$ cat src/rtl/uart_tx_fifo.sv
// ============================================================================
// Module      : uart_tx_fifo
// Description : Byte FIFO feeding an 8N1 UART transmitter (LSB first, idle high).
// Revision    : 1.0 - initial release
// ============================================================================
`default_nettype none

module uart_tx_fifo #(
    parameter int CLKS_PER_BIT = 434,
    parameter int DEPTH_LOG2   = 4
) (
    input  logic       clk,
    input  logic       rst_n,
    input  logic       trigger_in,
    input  logic [7:0] data_in,
    output logic       tx,
    output logic       busy,
    output logic       full,
    output logic       overflow
);

    localparam int DEPTH = 2 ** DEPTH_LOG2;
    localparam int CW    = DEPTH_LOG2 + 1;

    localparam logic [CW-1:0] c_depth     = CW'(DEPTH);
    localparam logic [15:0]   c_baud_last = 16'(CLKS_PER_BIT - 1);

    typedef enum logic [1:0] {
        S_IDLE  = 2'd0,
        S_START = 2'd1,
        S_DATA  = 2'd2,
        S_STOP  = 2'd3
    } state_t;

    state_t                state_q,    state_d;
    logic [DEPTH_LOG2-1:0] wr_ptr_q,   wr_ptr_d;
    logic [DEPTH_LOG2-1:0] rd_ptr_q,   rd_ptr_d;
    logic [CW-1:0]         count_q,    count_d;
    logic [7:0]            shift_q,    shift_d;
    logic [2:0]            bit_cnt_q,  bit_cnt_d;
    logic [15:0]           baud_q,     baud_d;
    logic                  tx_q,       tx_d;
    logic                  overflow_q, overflow_d;

    logic [7:0] mem_q [DEPTH];

    logic w_push;
    logic w_pop;
    logic w_baud_done;

    // A pop in the same cycle does not make room for a write against a full FIFO.
    assign w_push      = trigger_in && (count_q != c_depth);
    assign w_pop       = (state_q == S_IDLE) && (count_q != '0);
    assign w_baud_done = (baud_q == c_baud_last);

    always_comb begin
        state_d    = state_q;
        wr_ptr_d   = wr_ptr_q;
        rd_ptr_d   = rd_ptr_q;
        count_d    = count_q;
        shift_d    = shift_q;
        bit_cnt_d  = bit_cnt_q;
        baud_d     = baud_q;
        tx_d       = tx_q;
        overflow_d = trigger_in && (count_q == c_depth);

        if (w_push) begin
            wr_ptr_d = wr_ptr_q + 1'b1;
        end
        if (w_pop) begin
            rd_ptr_d = rd_ptr_q + 1'b1;
        end

        case ({w_push, w_pop})
            2'b10:   count_d = count_q + 1'b1;
            2'b01:   count_d = count_q - 1'b1;
            default: count_d = count_q;
        endcase

        // tx_d always carries the level for the cycle after the edge, so the
        // line changes exactly on state/bit boundaries.
        case (state_q)
            S_IDLE: begin
                tx_d = 1'b1;
                if (w_pop) begin
                    shift_d   = mem_q[rd_ptr_q];
                    baud_d    = '0;
                    bit_cnt_d = '0;
                    tx_d      = 1'b0;
                    state_d   = S_START;
                end
            end
            S_START: begin
                if (w_baud_done) begin
                    baud_d    = '0;
                    bit_cnt_d = '0;
                    tx_d      = shift_q[0];
                    state_d   = S_DATA;
                end else begin
                    baud_d = baud_q + 1'b1;
                end
            end
            S_DATA: begin
                if (w_baud_done) begin
                    baud_d  = '0;
                    shift_d = {1'b0, shift_q[7:1]};
                    if (bit_cnt_q == 3'd7) begin
                        tx_d    = 1'b1;
                        state_d = S_STOP;
                    end else begin
                        bit_cnt_d = bit_cnt_q + 1'b1;
                        tx_d      = shift_q[1];
                    end
                end else begin
                    baud_d = baud_q + 1'b1;
                end
            end
            S_STOP: begin
                tx_d = 1'b1;
                if (w_baud_done) begin
                    baud_d  = '0;
                    state_d = S_IDLE;
                end else begin
                    baud_d = baud_q + 1'b1;
                end
            end
            default: begin
                tx_d    = 1'b1;
                baud_d  = '0;
                state_d = S_IDLE;
            end
        endcase
    end

    always_ff @(posedge clk or negedge rst_n) begin
        if (!rst_n) begin
            state_q    <= S_IDLE;
            wr_ptr_q   <= '0;
            rd_ptr_q   <= '0;
            count_q    <= '0;
            shift_q    <= '0;
            bit_cnt_q  <= '0;
            baud_q     <= '0;
            tx_q       <= 1'b1;
            overflow_q <= 1'b0;
        end else begin
            state_q    <= state_d;
            wr_ptr_q   <= wr_ptr_d;
            rd_ptr_q   <= rd_ptr_d;
            count_q    <= count_d;
            shift_q    <= shift_d;
            bit_cnt_q  <= bit_cnt_d;
            baud_q     <= baud_d;
            tx_q       <= tx_d;
            overflow_q <= overflow_d;
        end
    end

    // Storage is deliberately not reset; count and pointers define validity.
    always_ff @(posedge clk) begin
        if (w_push) begin
            mem_q[wr_ptr_q] <= data_in;
        end
    end

    assign tx       = tx_q;
    assign overflow = overflow_q;
    assign full     = (count_q == c_depth);
    assign busy     = (state_q != S_IDLE) || (count_q != '0);

endmodule

`default_nettype wire

$ cat config.mk
export PLATFORM = sky130hd
export DESIGN_NAME = uart_tx_fifo
export DESIGN_NICKNAME = d
export VERILOG_FILES = /design/src/rtl/uart_tx_fifo.sv
export SDC_FILE = /design/constraint.sdc
export NUM_CORES = 1
export LEC_CHECK = 0
export ABC_AREA = 1
export CAP_MARGIN = 10
export CORE_ASPECT_RATIO = 0.8
export CORE_MARGIN = 4
export CORE_UTILIZATION = 44
export CTS_CLUSTER_SIZE = 16
export DETAILED_ROUTE_END_ITERATION = 16
export MAX_ROUTING_LAYER = met4
export PLACE_DENSITY = 0.68
export SETUP_SLACK_MARGIN = 0.02
export SLEW_MARGIN = 15
export SYNTH_ARGS = -nofsm -noshare
export SYNTH_HDL_FRONTEND = slang
export SYNTH_SLANG_ARGS = --single-unit
$ cat constraint.sdc
create_clock -name clk -period 1.95 [get_ports clk]
set_input_delay 0.39 -clock clk [delete_from_list [all_inputs] [get_ports clk]]
set_output_delay 0.39 -clock clk [all_outputs]
set_load 0.005 [all_outputs]
== Word level (Yosys, flattened, before mapping) ==
Memories as Yosys holds them, arrays and structs flattened.
Index checks and enable logic that the tools add are counted.

* RAM bits: 128
* Output and inout bits: 4
* Register bits after elaboration: 44
* Logic and storage cells: 71
* Memories kept: 1
* Bits of input ports: 11

{| class="wikitable"
|+ Memories
! memory !! depth !! bits a word !! rd ports !! clocked after memory_dff !! wr ports !! line !! source
|-
| mem_q || 16 || 8 || 1 || 0 || 1 || 45 || <nowiki>logic [7:0] mem_q [DEPTH];</nowiki>
|}

* Equality and inequality tests: 15
* $add $sub $neg: 6
* Reduce and logical (&&, ||, !) cells: 15
* Mux-type cells: 25

{| class="wikitable"
|+ Operators with widths
! kind !! count
|-
| $mux W16 || 2
|-
| $pmux W16 S2 || 1
|-
| $add A16 B1 Y16 const B || 1
|-
| $eq A16 B9 Y1 const B || 1
|-
| $mux W8 || 2
|-
| $pmux W8 S2 || 1
|-
| $mux W3 || 4
|-
| $ne A2 B2 Y1 const B || 6
|-
| $mux W2 || 5
|-
| $pmux W5 S2 || 1
|-
| $reduce_and A5 Y1 || 2
|-
| $pmux W3 S3 || 1
|-
| $add A4 B1 Y4 const B || 2
|-
| $pmux W2 S4 || 1
|-
| $eq A2 B2 Y1 const B || 3
|-
| $mux W1 || 6
|-
| $reduce_bool A2 Y1 || 3
|-
| $add A5 B1 Y5 const B || 1
|-
| $eq A5 B5 Y1 const B || 1
|-
| $ne A5 B5 Y1 const B || 1
|-
| $reduce_bool A5 Y1 || 1
|-
| $sub A5 B1 Y5 const B || 1
|-
| $eq A2 B1 Y1 const B || 2
|-
| $pmux W1 S4 || 1
|-
| other kinds (9) || 11
|}

== Depth between registers and ports, before layout ==
* Word-level depth: 4
* Gate-level depth with buffers: 14

== Least setup slack after synthesis ==
Ideal clock, no wire load.

* Kind: register to register
* From: register state_q[0]
* To: register count_q[4]
* Arrival time: 2,008 ps
* Required time: 1,885 ps
* Stages on the path, launching flop included: 15
* Slack: -123 ps
* Period minus slack after synthesis: 2,073 ps
* Buffers on the path: 0
* Cells stage by stage: dfrtp_1 inv_1 ha_1 nand2_1 inv_1 ha_1 xor2_1 ha_1 inv_1 nand2_1 nand3_1 nand2_1 xor2_1 nand2_1 nand2_1

* Longest elaborated chain between the ends: 4
* Elaborated cells between the ends (all ways): 6

{| class="wikitable"
|+ Ends and longest elaborated chain
! element !! line !! source
|-
| start, declared || 35 || <nowiki>state_t state_q, state_d;</nowiki>
|-
| start signal, assigned || 147 || <nowiki>state_q <= state_d;</nowiki>
|-
| $logic_not A2 Y1 * || 53 || <nowiki>assign w_pop = (state_q == S_IDLE) && (count_q != '0);</nowiki>
|-
| $logic_and A1 B1 Y1 * || 53 ||
|-
| named net w_pop || 48 || <nowiki>logic w_pop;</nowiki>
|-
| $eq A2 B1 Y1 or $eq A2 B2 Y1 (tied branches) || 74 || <nowiki>case ({w_push, w_pop})</nowiki>
|-
| $pmux W5 S2 or $reduce_bool A2 Y1 (tied branches) || n/a ||
|-
| end signal, assigned || 150 || <nowiki>count_q <= count_d;</nowiki>
|-
| end, declared || 38 || <nowiki>logic [CW-1:0] count_q, count_d;</nowiki>
|}

Mark *: on every way through the listed nets, which the timed path passes. The rest lies on a longest branch.
A chain may end at the register's enable or synchronous reset.

== Worst setup path after layout ==
* From: register count_q[3]
* To: register count_q[4]

* Longest elaborated chain between the ends: 4
* Elaborated cells between the ends (all ways): 10

{| class="wikitable"
|+ Ends and longest elaborated chain
! element
|-
| parallel branches: the longest is 4 deep, another holds $sub A5 B1 Y5
|}

Parallel ways; which one is timed is not known.

==> impl_metrics.toml <==
[timing]
fin_crit_ps = 1940
achievable-frequency_ghz = 0.515
rsz0062_at_grt = "true"
timing_worst_slew_pin_value_ps = 413
hold_violations = 0
setup_viol_count_final = 0
setup_slack_ps = 9.44
timing.max_slew.rel_slack_pct = 72.4
timing.final.crit_share_pct = 99.5
worst_hold_slack_ps = 469
finClkSkew_ps = 9.13
timing.final.max_slew_violations = 0
setup_total_negative_slack_ps = 0

[placement]
placement_stage_cell_area_um2 = 8870
dp.cells = 1117
dp.final_hpwl_um = 12000
numPortBuffers = 14
post_place_setup_slack_ps = -237
rd_place_congestion = 0.908

[route]
antenna_left = 0
num_vias = 5737
drc = 0
drt_first_pass_iters = 5
viasPerCell = 4.97
avgRoutedWirePerCell_um = 15.2
drt-total-wl_um = 17500
count_of_routing_violations_after_the_opening_detailed_route_iteration = 430

[clock_tree]
insertion_delay_ps = 430
cts-buffers-inserted = 17
clock_tree_from_tritoncts = "yes"
clock_tree.buffer_depth = 2
clock_tree.root_cell = "sky130_fd_sc_hd__clkbuf_16"
clkTransAtPathRegs_ps = 70
htreeDepth = 4
cts_sinks = 172

[finish]
fin_util_pct = 53.0
layout.nets = 940
sequential_cell_area_um2 = 4950
layout.filler_cells = 1606
insertedDiodeCount = 0
post_layout_nonfiller_instances = 1154
post_route_cells_drive_above_1_share_pct = 15.4
multi_input_comb_area_um2 = 2660
final_cell_area_um2 = 9570
syn_to_final_growth_pct = 18.6

[power]
worst_ir_drop_vdd_v = 0.000734
netSwitchingPower_mw = 5.26
share_of_power_burned_in_registers_pct = 35.0
total_power_mw = 13.8
power-per-cell-area_nw_per_um2 = 1440
power_switching_share_pct = 38.0
power_share_of_the_clock_group_pct = 24.5
leakage_nw = 4.19
p_int_mw = 8.56
combPwrFrac_pct = 40.5

[worst_setup_path]
critical_path.max_stage_delay_ps = 380
worst-endpoint-required_ps = 2320
setup.worst_path.start_class = "flop"
reg2reg_from = "count_q[3]"
critPathArrivalTime_ps = 2310
worstSetupPathType = "reg2reg"
worst_path_max_delay_cell = "sky130_fd_sc_hd__dfrtp_1"
critical_path.max_fanout = 3
timing.critical_path.cells = "nor2_2 -> nand4_1 -> buf_4 -> nand2_4 -> ha_4 -> xor2_2 -> ha_2 -> inv_2 -> nand2_2 -> nand3_2 -> nand2_1 -> xor2_1 -> nand2_1 -> nand2_1"
worst_r2r_path_depth = 14
cp_common_cell = "sky130_fd_sc_hd__nand2_1"
endpoint_kind_of_the_worst_setup_timing_path = "flop"
worstReg2RegEnd = "count_q[4]"
r2r_slack_ps = 9

[grt]
grt_pass1_vias = 5390
globalRouteOverflowTotal = 0
maximum_number_of_pins_on_one_net_before_global_route_repair = 45
global_route.usage.total_pct = 18.5
first_pass_grt_wire_length_um = 28400
number_of_antenna_violations_at_the_first_check_in_global_routing = 0

[logic_synthesis]
synth_edf_count = 128
postSynth.asyncResetShare_pct = 25.6
synth_top_cell_by_area = "sky130_fd_sc_hd__edfxtp_1"
post_synth_fa_ha_maj_area_fraction_pct = 2.79
postSynthAreaPerCell_um2 = 9.61
synth.most_common_cell = "sky130_fd_sc_hd__nand2_1"
post_synth_xor_area_fraction_pct = 1.84
distinct_cells_synth = 38
synth.mux.area_fraction_pct = 0
syn_nets = 869
synth-compound-area-share_pct = 2.74
ys.flop_type = "sky130_fd_sc_hd__edfxtp_1"
synth-simple-area-share_pct = 24.5
synth_cells = 840
ys_top_cells_by_area = "sky130_fd_sc_hd__edfxtp_1 (48%), sky130_fd_sc_hd__dfrtp_1 (13%), sky130_fd_sc_hd__nand2_1 (13%)"
synth_largest_type_area_fraction_pct = 47.6
synth_top_family_by_area = "simple AND/OR/NAND/NOR gates"
cell_types_with_the_highest_counts_after_synthesis = "sky130_fd_sc_hd__nand2_1 (278), sky130_fd_sc_hd__edfxtp_1 (128), sky130_fd_sc_hd__nand3_1 (103), sky130_fd_sc_hd__inv_1 (96), sky130_fd_sc_hd__nor2_1 (45)"
ys.warnings.count = 0
synth_seq_area_share_pct = 61.3
postSynthRegisterBits = 172
synth.cell_area_um2 = 8070

[die]
initial_cell_density_of_the_core_pct = 44.7
die_h_um = 129
die_w_um = 159
row_count = 44
core_um2 = 18100
design.die.area_um2 = 20600
num_io_pins = 15

[hold_path]
min_path_type = "in2async"

[flow_run]
drv.max_cap_violation_count = 0

[run_status]
outcome = "completed"
-- worst max-delay path, delay by kind of cell, from the launching register on --
| family | cells | cell delay (ps) |
|---|---|---|
| buf+inv | 2 | 190 |
| simple gates | 8 | 650 |
| fa+ha+maj | 2 | 360 |
| xor+xnor | 2 | 300 |
| flops | 1 | 380 |
-- flip-flops by register name (all words and copies together) (netlist names), 2 cells and up --
name / count
count_q: 5
mem_q: 128
rd_ptr_q: 4
shift_q: 8
wr_ptr_q: 4
baud_q: 16
bit_cnt_q: 3
state_q: 2
-- repair_timing --
item,4_1_cts,5_1_grt
hold buffers,1,0
endpoints found under the hold margin,43,0
setup buffers,2,2
gates resized for setup,13,10
gates cloned,0,0
endpoints found under the setup margin,4,36
pin swaps,8,9
-- layout by cell type, fill, tap and decap left out, drive strengths merged, types with 3 or more instances in the layout --
cell type / n
clkinv: 7
buf: 68
clkbuf: 21
xnor2: 3
o211ai: 3
a21oi: 3
dfrtp: 43
nand3: 104
clkdlybuf4s50: 11
nand4: 14
nor2: 53
ha: 18
nor3: 5
xor2: 14
edfxtp: 128
nand2: 282
o21ai: 23
o22ai: 6
inv: 105
-- cell families (layout without fill, tap and decap cells) --
group	after synthesis	after routing
AND/OR/NAND/NOR	461	461
flip-flops	172	172
buffers and inverters	133	217
AO/OA/AOI/OAI	39	39
adder cells (fa/ha/maj)	18	18
XOR/XNOR	17	17
-- worst max path at each step --
stage                 end  depth (start not counted)        from  slack [ps]
4_1_cts              busy                          6  count_q[1]        -140
3_5_place_dp   count_q[3]                         10  trigger_in        -240
5_1_grt        count_q[4]                         14  count_q[3]        -140
6_report       count_q[4]                         14  count_q[3]           9
2_1_floorplan  count_q[4]                         14  count_q[3]          30
3_3_place_gp   count_q[4]                         12  trigger_in        -190
-- power groups by stage --
stage	registers [mW]	clock network, mW	logic (mW)
floorplan	4.85	0	3.63
global placement	4.90	0	5.31
detailed placement	4.91	0	5.40
CTS	4.84	3.45	5.55
global route	4.90	3.63	6.29
finish	4.84	3.38	5.60
-- layer usage --
metal  global-route usage, %  share of wire (%)
met1                    25.0                 46
met2                    27.7                 46
met3                    4.83                5.8
met4                    5.61                1.9
met5                       -                  0
-- area by class of cell --
type | count | area share [%]
Tap cell | 230 | 3.01
Clock inverter | 13 | 1.67
Multi-Input combinational cell | 535 | 27.8
Sequential cell | 172 | 51.7
Inverter | 103 | 4.08
Timing Repair Buffer | 82 | 7.23
Clock buffer | 19 | 4.52
Note: power is estimated with default switching activity, not from simulation.
